$ cat src/rtl/dmem_bus_demux_if.sv
// Bus bundle for dmem_bus_demux: core request/response plus the RAM and I/O target ports.
// The demux uses the slave modport; the driving side (core and targets) uses master.
interface dmem_bus_demux_if;
    logic        req_valid;
    logic        req_ready;
    logic [31:0] req_addr;
    logic        req_we;
    logic [3:0]  req_wstrb;
    logic [31:0] req_wdata;

    logic        resp_valid;
    logic [31:0] resp_rdata;
    logic        resp_err;

    logic        mem_valid;
    logic [31:0] mem_addr;
    logic        mem_we;
    logic [3:0]  mem_wstrb;
    logic [31:0] mem_wdata;
    logic        mem_ack;
    logic [31:0] mem_rdata;

    logic        io_valid;
    logic [31:0] io_addr;
    logic        io_we;
    logic [3:0]  io_wstrb;
    logic [31:0] io_wdata;
    logic        io_ack;
    logic [31:0] io_rdata;

    modport slave (
        input  req_valid, req_addr, req_we, req_wstrb, req_wdata,
        input  mem_ack, mem_rdata, io_ack, io_rdata,
        output req_ready, resp_valid, resp_rdata, resp_err,
        output mem_valid, mem_addr, mem_we, mem_wstrb, mem_wdata,
        output io_valid, io_addr, io_we, io_wstrb, io_wdata
    );

    modport master (
        output req_valid, req_addr, req_we, req_wstrb, req_wdata,
        output mem_ack, mem_rdata, io_ack, io_rdata,
        input  req_ready, resp_valid, resp_rdata, resp_err,
        input  mem_valid, mem_addr, mem_we, mem_wstrb, mem_wdata,
        input  io_valid, io_addr, io_we, io_wstrb, io_wdata
    );
endinterface

$ cat src/rtl/dmem_bus_demux.sv
// Routes one data-memory request at a time to RAM or the I/O region and returns one response.
// Optional BUSY watchdog with error response is enabled by defining DMEM_BUS_TIMEOUT_EN.
module dmem_bus_demux #(
    parameter logic [31:0] IO_BASE        = 32'h0001_0000,
    parameter logic [31:0] IO_MASK        = 32'hFFFF_0000,
    parameter int unsigned TIMEOUT_CYCLES = 16
) (
    input logic             clk,
    input logic             rst,
    dmem_bus_demux_if.slave bus
);

    typedef enum logic [1:0] {StIdle, StBusy, StDone} state_e;

    state_e      state_q, state_d;
    logic [31:0] addr_q, addr_d;
    logic [31:0] wdata_q, wdata_d;
    logic [31:0] rdata_q, rdata_d;
    logic [3:0]  wstrb_q, wstrb_d;
    logic        we_q, we_d;
    logic        sel_q, sel_d;
    logic        err_q, err_d;

    logic        req_is_io;
    logic        sel_ack;
    logic [31:0] sel_rdata;
    logic        timeout;

    assign req_is_io = (bus.req_addr & IO_MASK) == IO_BASE;
    // Acks from the target that was not selected never reach the FSM.
    assign sel_ack   = sel_q ? bus.io_ack : bus.mem_ack;
    assign sel_rdata = sel_q ? bus.io_rdata : bus.mem_rdata;

`ifdef DMEM_BUS_TIMEOUT_EN
    localparam int unsigned CntW = $clog2(TIMEOUT_CYCLES + 1);

    logic [CntW-1:0] cnt_q, cnt_d;

    // Counter reads k during the (k+1)-th BUSY cycle, so the limit is hit on the last one.
    assign timeout = (cnt_q == CntW'(TIMEOUT_CYCLES - 1));

    always_comb begin
        cnt_d = cnt_q;
        if (state_q == StIdle) begin
            cnt_d = '0;
        end else if (state_q == StBusy && !sel_ack) begin
            cnt_d = cnt_q + 1'b1;
        end
    end

    always_ff @(posedge clk) begin
        if (rst) begin
            cnt_q <= '0;
        end else begin
            cnt_q <= cnt_d;
        end
    end
`else
    logic unused_timeout_cfg;

    assign timeout            = 1'b0;
    assign unused_timeout_cfg = ^TIMEOUT_CYCLES;
`endif

    always_comb begin
        state_d = state_q;
        addr_d  = addr_q;
        wdata_d = wdata_q;
        wstrb_d = wstrb_q;
        we_d    = we_q;
        sel_d   = sel_q;
        rdata_d = rdata_q;
        err_d   = err_q;

        unique case (state_q)
            StIdle: begin
                if (bus.req_valid) begin
                    addr_d  = bus.req_addr;
                    wdata_d = bus.req_wdata;
                    wstrb_d = bus.req_wstrb;
                    we_d    = bus.req_we;
                    sel_d   = req_is_io;
                    state_d = StBusy;
                end
            end
            StBusy: begin
                // An ack on the limit cycle still completes normally.
                if (sel_ack) begin
                    rdata_d = we_q ? 32'h0 : sel_rdata;
                    err_d   = 1'b0;
                    state_d = StDone;
                end else if (timeout) begin
                    rdata_d = 32'h0;
                    err_d   = 1'b1;
                    state_d = StDone;
                end
            end
            StDone: begin
                state_d = StIdle;
            end
            default: begin
                state_d = StIdle;
            end
        endcase
    end

    always_ff @(posedge clk) begin
        if (rst) begin
            state_q <= StIdle;
            addr_q  <= '0;
            wdata_q <= '0;
            wstrb_q <= '0;
            we_q    <= 1'b0;
            sel_q   <= 1'b0;
            rdata_q <= '0;
            err_q   <= 1'b0;
        end else begin
            state_q <= state_d;
            addr_q  <= addr_d;
            wdata_q <= wdata_d;
            wstrb_q <= wstrb_d;
            we_q    <= we_d;
            sel_q   <= sel_d;
            rdata_q <= rdata_d;
            err_q   <= err_d;
        end
    end

    assign bus.req_ready  = (state_q == StIdle);
    assign bus.resp_valid = (state_q == StDone);
    assign bus.resp_rdata = rdata_q;
    assign bus.resp_err   = err_q;

    assign bus.mem_valid  = (state_q == StBusy) && !sel_q;
    assign bus.mem_addr   = addr_q;
    assign bus.mem_we     = we_q;
    assign bus.mem_wstrb  = wstrb_q;
    assign bus.mem_wdata  = wdata_q;

    assign bus.io_valid   = (state_q == StBusy) && sel_q;
    assign bus.io_addr    = addr_q;
    assign bus.io_we      = we_q;
    assign bus.io_wstrb   = wstrb_q;
    assign bus.io_wdata   = wdata_q;

endmodule

$ cat src/flat_wrapper.sv
// flat-port wrapper written by rule: the top's interface ports become plain ports
module dmem_bus_demux_flat 
#(
    parameter logic [31:0] IO_BASE        = 32'h0001_0000,
    parameter logic [31:0] IO_MASK        = 32'hFFFF_0000,
    parameter int unsigned TIMEOUT_CYCLES = 16
)
  (clk, rst, bus_req_valid, bus_req_addr, bus_req_we, bus_req_wstrb, bus_req_wdata, bus_mem_ack, bus_mem_rdata, bus_io_ack, bus_io_rdata, bus_req_ready, bus_resp_valid, bus_resp_rdata, bus_resp_err, bus_mem_valid, bus_mem_addr, bus_mem_we, bus_mem_wstrb, bus_mem_wdata, bus_io_valid, bus_io_addr, bus_io_we, bus_io_wstrb, bus_io_wdata);
  dmem_bus_demux_if bus_i ();
  input logic clk;
  input logic rst;
  input wire logic [$bits(bus_i.req_valid)-1:0] bus_req_valid;
  input wire logic [$bits(bus_i.req_addr)-1:0] bus_req_addr;
  input wire logic [$bits(bus_i.req_we)-1:0] bus_req_we;
  input wire logic [$bits(bus_i.req_wstrb)-1:0] bus_req_wstrb;
  input wire logic [$bits(bus_i.req_wdata)-1:0] bus_req_wdata;
  input wire logic [$bits(bus_i.mem_ack)-1:0] bus_mem_ack;
  input wire logic [$bits(bus_i.mem_rdata)-1:0] bus_mem_rdata;
  input wire logic [$bits(bus_i.io_ack)-1:0] bus_io_ack;
  input wire logic [$bits(bus_i.io_rdata)-1:0] bus_io_rdata;
  output wire logic [$bits(bus_i.req_ready)-1:0] bus_req_ready;
  output wire logic [$bits(bus_i.resp_valid)-1:0] bus_resp_valid;
  output wire logic [$bits(bus_i.resp_rdata)-1:0] bus_resp_rdata;
  output wire logic [$bits(bus_i.resp_err)-1:0] bus_resp_err;
  output wire logic [$bits(bus_i.mem_valid)-1:0] bus_mem_valid;
  output wire logic [$bits(bus_i.mem_addr)-1:0] bus_mem_addr;
  output wire logic [$bits(bus_i.mem_we)-1:0] bus_mem_we;
  output wire logic [$bits(bus_i.mem_wstrb)-1:0] bus_mem_wstrb;
  output wire logic [$bits(bus_i.mem_wdata)-1:0] bus_mem_wdata;
  output wire logic [$bits(bus_i.io_valid)-1:0] bus_io_valid;
  output wire logic [$bits(bus_i.io_addr)-1:0] bus_io_addr;
  output wire logic [$bits(bus_i.io_we)-1:0] bus_io_we;
  output wire logic [$bits(bus_i.io_wstrb)-1:0] bus_io_wstrb;
  output wire logic [$bits(bus_i.io_wdata)-1:0] bus_io_wdata;
  assign bus_i.req_valid = bus_req_valid;
  assign bus_i.req_addr = bus_req_addr;
  assign bus_i.req_we = bus_req_we;
  assign bus_i.req_wstrb = bus_req_wstrb;
  assign bus_i.req_wdata = bus_req_wdata;
  assign bus_i.mem_ack = bus_mem_ack;
  assign bus_i.mem_rdata = bus_mem_rdata;
  assign bus_i.io_ack = bus_io_ack;
  assign bus_i.io_rdata = bus_io_rdata;
  assign bus_req_ready = bus_i.req_ready;
  assign bus_resp_valid = bus_i.resp_valid;
  assign bus_resp_rdata = bus_i.resp_rdata;
  assign bus_resp_err = bus_i.resp_err;
  assign bus_mem_valid = bus_i.mem_valid;
  assign bus_mem_addr = bus_i.mem_addr;
  assign bus_mem_we = bus_i.mem_we;
  assign bus_mem_wstrb = bus_i.mem_wstrb;
  assign bus_mem_wdata = bus_i.mem_wdata;
  assign bus_io_valid = bus_i.io_valid;
  assign bus_io_addr = bus_i.io_addr;
  assign bus_io_we = bus_i.io_we;
  assign bus_io_wstrb = bus_i.io_wstrb;
  assign bus_io_wdata = bus_i.io_wdata;
  dmem_bus_demux #(.IO_BASE(IO_BASE), .IO_MASK(IO_MASK), .TIMEOUT_CYCLES(TIMEOUT_CYCLES)) u_core (.clk(clk), .rst(rst), .bus(bus_i));
endmodule
$ cat config.mk
export PLATFORM = sky130hd
export DESIGN_NAME = dmem_bus_demux_flat
export DESIGN_NICKNAME = d
export VERILOG_FILES = /design/src/rtl/dmem_bus_demux_if.sv /design/src/rtl/dmem_bus_demux.sv /design/src/flat_wrapper.sv
export SDC_FILE = /design/constraint.sdc
export NUM_CORES = 1
export LEC_CHECK = 0
export ABC_AREA = 1
export CAP_MARGIN = 20
export CORE_AREA = 2 2 120 122
export CTS_BUF_LIST = sky130_fd_sc_hd__clkbuf_2
export CTS_CLUSTER_DIAMETER = 80
export DETAILED_ROUTE_END_ITERATION = 10
export DIE_AREA = 0 0 122 124
export GPL_ROUTABILITY_DRIVEN = 0
export GPL_TIMING_DRIVEN = 0
export PLACE_DENSITY = 0.87
export SLEW_MARGIN = 10
export SYNTH_ARGS = -nofsm -noshare
export SYNTH_HDL_FRONTEND = slang
export SYNTH_SLANG_ARGS = --single-unit
$ cat constraint.sdc
create_clock -name clk -period 1.2 [get_ports clk]
set_input_delay 0.18 -clock clk [delete_from_list [all_inputs] [get_ports clk]]
set_output_delay 0.18 -clock clk [all_outputs]
set_load 0.01 [all_outputs]
==> results of run 1 <==
[critical path, stage by stage (launching register included)]
cell and delay [ns]:
dfxtp_2 0.46, buf_6 0.15, buf_6 0.11, buf_6 0.09
[metrics by stage]
step                      utilization (%)  instance area (um2)  instances  TNS, ns
after floorplan                         -                 4890        672        0
after CTS                            73.3                10100       1273   -42.67
after global placement               60.0                 8230       1163   -44.99
final                                81.7                11200       1321   -49.59
after detailed placement             60.0                 8230       1163   -48.47
after global routing                 81.7                11200       1321   -62.67
[layout by cell type (no fill, tap or decap), types with 5 or more instances in the layout]
cell,netlist,routed
nor2_1,209,195
clkbuf_2,0,15
buf_4,72,62
inv_2,3,5
nand2_4,2,17
buf_6,7,321
buf_12,0,9
dfxtp_4,0,17
clkbuf_16,0,11
inv_1,27,24
nor2_4,2,7
dfxtp_2,0,87
clkdlybuf4s50_1,0,137
o21ai_0,88,36
nand2_2,9,23
nor2_2,1,10
o21ai_1,12,37
buf_8,1,7
o21ai_2,0,23
nand2_1,62,31
a21oi_2,18,30
[timing repair]
| action | in CTS | in global routing |
|---|---|---|
| hold endpoints to repair | 0 | 0 |
| buffers inserted | 112 | 54 |
| gates resized for setup | 1182 | 235 |
| endpoints found under the setup margin | 275 | 278 |
| cloned | 0 | 11 |
| pin swaps | 4 | 13 |
[final timing paths]
check	endpoint	startpoint
setup reg to reg	u_core.bus.io_addr[19]	u_core.state_q[0]
hold / removal	u_core.bus.io_wdata[0]	bus_req_wdata[0]
setup / recovery	bus_mem_addr[7]	u_core.bus.io_addr[7]
hold reg to reg	u_core.bus.resp_rdata[25]	u_core.bus.resp_rdata[25]
[registers in the layout (all words and copies together) (netlist names)]
register / flops
u_core.bus.resp_rdata: 32
u_core.state_q: 2
u_core.sel_q: 1
u_core.bus.io_wstrb: 4
u_core.bus.io_addr: 32
u_core.bus.io_wdata: 32
u_core.bus.io_we: 1
[layout make-up]
cell class / instances / area share (%)
Buffer: 81 / 8.26
Clock inverter: 6 / 0.536
Tap cell: 180 / 2.01
Timing Repair Buffer: 480 / 46.0
Multi-Input combinational cell: 427 / 21.2
Inverter: 32 / 1.36
Timing Repair inverter: 1 / 0.0781
Sequential cell: 104 / 20.1
Clock buffer: 10 / 0.447
[routing by layer]
metal,global-route usage (%),vias to the layer above,part of all wire [%]
met5,0,-,0.047
met4,17.9,2,6.6
met3,7.42,151,8.2
met2,51.0,437,52
met1,27.8,3193,34
li1,-,2971,-
[cell families after synthesis]
family / after synthesis
AND/OR/NAND/NOR: 288
buffers and inverters: 142
AO/OA/AOI/OAI: 137
flip-flops: 104
other: 1
[power by group through the flow]
stage | Combinational (mW) | Sequential [mW] | Clock [mW]
floorplan | 1.09 | 4.09 | 0
global placement | 2.74 | 4.01 | 0
detailed placement | 2.79 | 4.02 | 0
CTS | 3.68 | 4.01 | 1.72
global route | 4.74 | 4.07 | 1.88
finish | 4.55 | 4.06 | 1.77
==> flow_summary.yaml, run 1 <==
status:
  status: "finished with violations"
  violations: "setup timing"
cts:
  cts.clk_slew.worst_paths_ns: 0.32
  cts-root-buf: "clkbuf_2"
  clkSinkCount: 104
  worstSkewPairLatency_ns: 0.62
  cts_hold_buf: 0
  cts_buffer_depth: 2
  cts_made_buffers: 9
  tritoncts: "yes"
  cts_max_level: 3
timing:
  drv_slew: 0
  holdWs_ns: 0.140
  finalHoldViolCount: 0
  fin_crit_sh_pct: 135
  finClkSkew_ns: 0.0512
  fin_ws_ns: -0.419
  period_needed_ns: 1.62
  worst_slew_margin_rel_pct: 49.3
  rsz0062_at_grt: "yes"
  finalSetupViolCount: 277
  max_freq_mhz: 618
  tightest_slew_ns: 0.760
synthesis:
  avgSynthCellArea_um2: 7.27
  synthesis.area_um2: 4890
  async_flop_share_pct: 0
  synthFlopType: "dfxtp_1"
  ys_seq_elements: 104
  synthSimpleGateAreaFrac_pct: 23.6
  synth_cell_types: 26
  syn_inst: 672
  synth_xor_area_share_pct: 0
  synthTopCellsByCount: "nor2_1 (209), dfxtp_1 (104), o21ai_0 (88), buf_4 (72), nand2_1 (62)"
  synth_area_leaders: "dfxtp_1 (43%), nor2_1 (16%), buf_4 (11%), o21ai_0 (9.0%), nand2_1 (4.8%)"
  syn-num-nets: 810
  yosys.area.top_type_share_pct: 42.6
  muxShareOfSynthArea_pct: 0
  yosysTopAreaCell: "dfxtp_1"
  yosysWarnings: 0
  synth_edf_count: 0
  synth_seq_area_share_pct: 42.6
  synth_most_common_cell: "nor2_1"
  synthAdderAreaFrac_pct: 0
  synth-compound-area-share_pct: 15.5
  synth_top_family_by_area: "simple AND/OR/NAND/NOR gates"
critical_path:
  cp_data_arrival_time_ns: 1.44
  start_kind: "flip-flop"
  r2r_slack_ns: -0.35
  cp_max_fo: 2
  worst-r2r-cell-count: 7
  end_kind: "output port"
  critPathKind: "reg2out"
  worst-endpoint-required_ns: 1.02
power_and_ir_drop:
  pwr-share-clk_pct: 17.1
  vdd_drop_max_v: 0.000516
  leakage_nw: 5.08
  p_sw_share_pct: 33.1
  pwr-share-comb_pct: 43.9
  seqPwrFrac_pct: 39.1
  power_mw: 10.4
  power_density_nw_per_um2: 926
  netSwitchingPower_mw: 3.44
  internal_power_mw: 6.94
route:
  wl_per_cell_um: 20.7
  vias: 6754
  viasPerCell: 5.11
  drtPass1Iterations: 6
  wl_um: 27400
  first_iter_violations: 399
  route.detailed.drc: 0
  ant_nets: 0
die:
  ios: 313
  start_util_pct: 35.6
  die_w_um: 122
  num_rows: 43
  core_area_um2: 13700
  die_area_um2: 15100
  die_h_um: 124
hold_path:
  hold_class: "in2reg"
  min_path_cells: 3
finish:
  diodes: 0
  drive_above_1_share_pct: 58.5
  seq_area_um2: 2250
  nets: 1274
  nFillCells: 715
  multi_input_area_um2: 2380
  syn_to_final_growth_pct: 129
global_route:
  grt_pass1_vias: 6159
  grt_pass1_wl_um: 32300
  grt-ovfl-total: 0
  grt_max_degree: 17
  grtUsageTotal_pct: 27.8
  grt_antenna_before_repair: 1
placement:
  dp_slack_ns: -0.720
  dp.final_hpwl_um: 13400
  io_buffers: 311
job:
  drv_cap: 0
Power figures use the tool's default switching activity.
==> inputs of run 2 (changes only) <==
Settings changed: CTS_CLUSTER_DIAMETER 80 to 120, SKIP_LAST_GASP set to 1.
==> run 2 against run 1 <==
Against the previous run: worst hold slack worse by 0.028 ns; power rose by 2.0%; the flow still finishes with violations (setup timing); highest routed layer is now met4; die area unchanged; clock skew rose by 0.019 ns; critical path type unchanged.
==> flow_summary.yaml, run 2 (same netlist as run 1, synthesis figures left out) <==
cts:
  cts-root-buf: "clkbuf_2"
  cts_buffer_depth: 2
  cts_max_level: 3
  cts.clk_slew.worst_paths_ns: 0.36
  cts_hold_buf: 0
  cts_made_buffers: 9
  tritoncts: "yes"
  clkSinkCount: 104
  worstSkewPairLatency_ns: 0.66
critical_path:
  critPathKind: "reg2out"
  end_kind: "output port"
  slowest_delay_ns: 0.42
  cp_data_arrival_time_ns: 1.46
  critPathLaunch: "u_core.state_q[0]"
  critPathMostFrequentCell: "inv_2"
  r2r-end: "u_core.bus.io_wdata[5]"
  crit_path_cell_trace: "inv_2 -> nor2_4 -> inv_2 -> nor2_2 -> buf_2"
  worst-r2r-cell-count: 8
  r2r_slack_ns: -0.35
  r2r-start: "u_core.state_q[0]"
  cp_slowest_cell: "dfxtp_4"
  start_kind: "flip-flop"
  worst-endpoint-required_ns: 1.02
  cp_max_fo: 3
route:
  met2_length_um: 14300
  wl_um: 28400
  wl_met1_um: 9630
  first_iter_violations: 469
  ant_nets: 0
  viasPerCell: 5.15
  wl_per_cell_um: 21.2
  vias: 6885
  drtPass1Iterations: 5
  route.detailed.drc: 0
  wl_met3_um: 2530
  highest_layer: "met4"
global_route:
  grt_antenna_before_repair: 2
  grt_pass1_wl_um: 32300
  grt_pass1_vias: 6036
  grt-ovfl-total: 0
  grt_max_degree: 17
  grtUsageTotal_pct: 28.0
finish:
  fin_cells: 1338
  nets: 1289
  drive_above_1_share_pct: 59.9
  final_area_um2: 11400
  final_cell_mix: "buf_6 (318), nor2_1 (171), clkdlybuf4s50_1 (137)"
  nFillCells: 687
  multi_input_area_um2: 2400
  seq_area_um2: 2250
  syn_to_final_growth_pct: 133
  finalCoreUtilization_pct: 83.1
  final_common_cell: "buf_6"
power_and_ir_drop:
  power_mw: 10.6
  leakage_nw: 5.23
  power_density_nw_per_um2: 928
  vdd_drop_max_v: 0.000472
timing:
  fin_ws_ns: -0.438
  tightest_slew_ns: 0.659
  finalHoldViolCount: 0
  fin_crit_sh_pct: 136
  finalSetupViolCount: 278
  drv_slew: 0
  max_freq_mhz: 611
  period_needed_ns: 1.64
  worst_slew_margin_rel_pct: 56.1
  finClkSkew_ns: 0.0700
  rsz0062_at_grt: "yes"
hold_path:
  min_from: "bus_req_wstrb[0]"
  hold_class: "in2reg"
  hold-path-endpoint: "u_core.bus.io_wstrb[0]"
  min_path_cells: 3
placement:
  io_buffers: 311
  dp.cells: 1163
  dp_slack_ns: -0.720
  placed_area_um2: 8230
  dp.final_hpwl_um: 13400
die:
  die_w_um: 122
  num_rows: 43
  start_util_pct: 35.6
  die_h_um: 124
  die_area_um2: 15100
  ios: 313
  core_area_um2: 13700
status:
  violations: "setup timing"
  status: "finished with violations"
job:
  drv_cap: 0
## run 2: cell count changes in the layout (fill, tap and decap cells not counted), moves of 5 or more
| cell | before | now |
|---|---|---|
| nand2_4 | 17 | 12 |
| buf_4 | 62 | 76 |
| o21ai_1 | 37 | 22 |
| o21ai_2 | 23 | 31 |
| nor2_1 | 195 | 171 |
| nor2_2 | 10 | 25 |
| nand2_2 | 23 | 5 |
| nand2_1 | 31 | 56 |
| o21ai_0 | 36 | 42 |
| nor2_4 | 7 | 16 |
## run 2: repair_timing
action,4_1_cts,5_1_grt
setup endpoints to repair,275,278
pin swaps,3,48
resized for setup,1157,289
gates cloned,0,11
buffers inserted,112,73
## run 2: final cells by class
cell class / count / area share, %
plain buffers: 77 / 7.68
repair buffers: 501 / 47.2
diodes: 2 / 0.0439
flip-flops and latches: 104 / 19.8
clock buffers: 10 / 0.439
well taps: 180 / 1.97
inverters: 32 / 1.36
clock inverters: 6 / 0.526
multi-input cells: 426 / 21.0
## run 2: power by group
part           switching, mW  internal (mW)
clock                   1.31          0.482
sequential             0.291           3.77
combinational           1.94           2.80
total                   3.54           7.05
## run 2: worst max-delay path by stage
stage,slack (ns),cells past startpoint,endpoint
finish,-0.44,5,bus_mem_valid
global route,-0.54,5,bus_mem_valid
CTS,-0.44,5,bus_io_valid
detailed placement,-0.72,5,u_core.bus.io_addr[16]
global placement,-0.67,5,u_core.bus.io_addr[16]
floorplan,0.09,6,u_core.bus.io_wdata[13]
## run 2: critical path, delay by kind of cell (launching register included)
| family | cells | cell delay, ns |
|---|---|---|
| flip-flops | 1 | 0.42 |
| buffers and inverters | 3 | 0.26 |
| AND/OR/NAND/NOR | 2 | 0.18 |
## run 2: stage by stage
stage,hold WS [ns],TNS (ns)
4_1_cts,0.0955,-45.88
3_5_place_dp,0.461,-48.47
6_report,0.112,-55.93
2_1_floorplan,0.249,0
5_1_grt,0.0746,-69.08
3_3_place_gp,0.453,-44.99
## run 2: metal layers
metal  global-route usage [%]  vias to the layer above
met3                     7.69                      157
met1                     28.2                     3234
met5                        0                        -
li1                         -                     2993
met4                     15.4                        0
met2                     52.2                      501
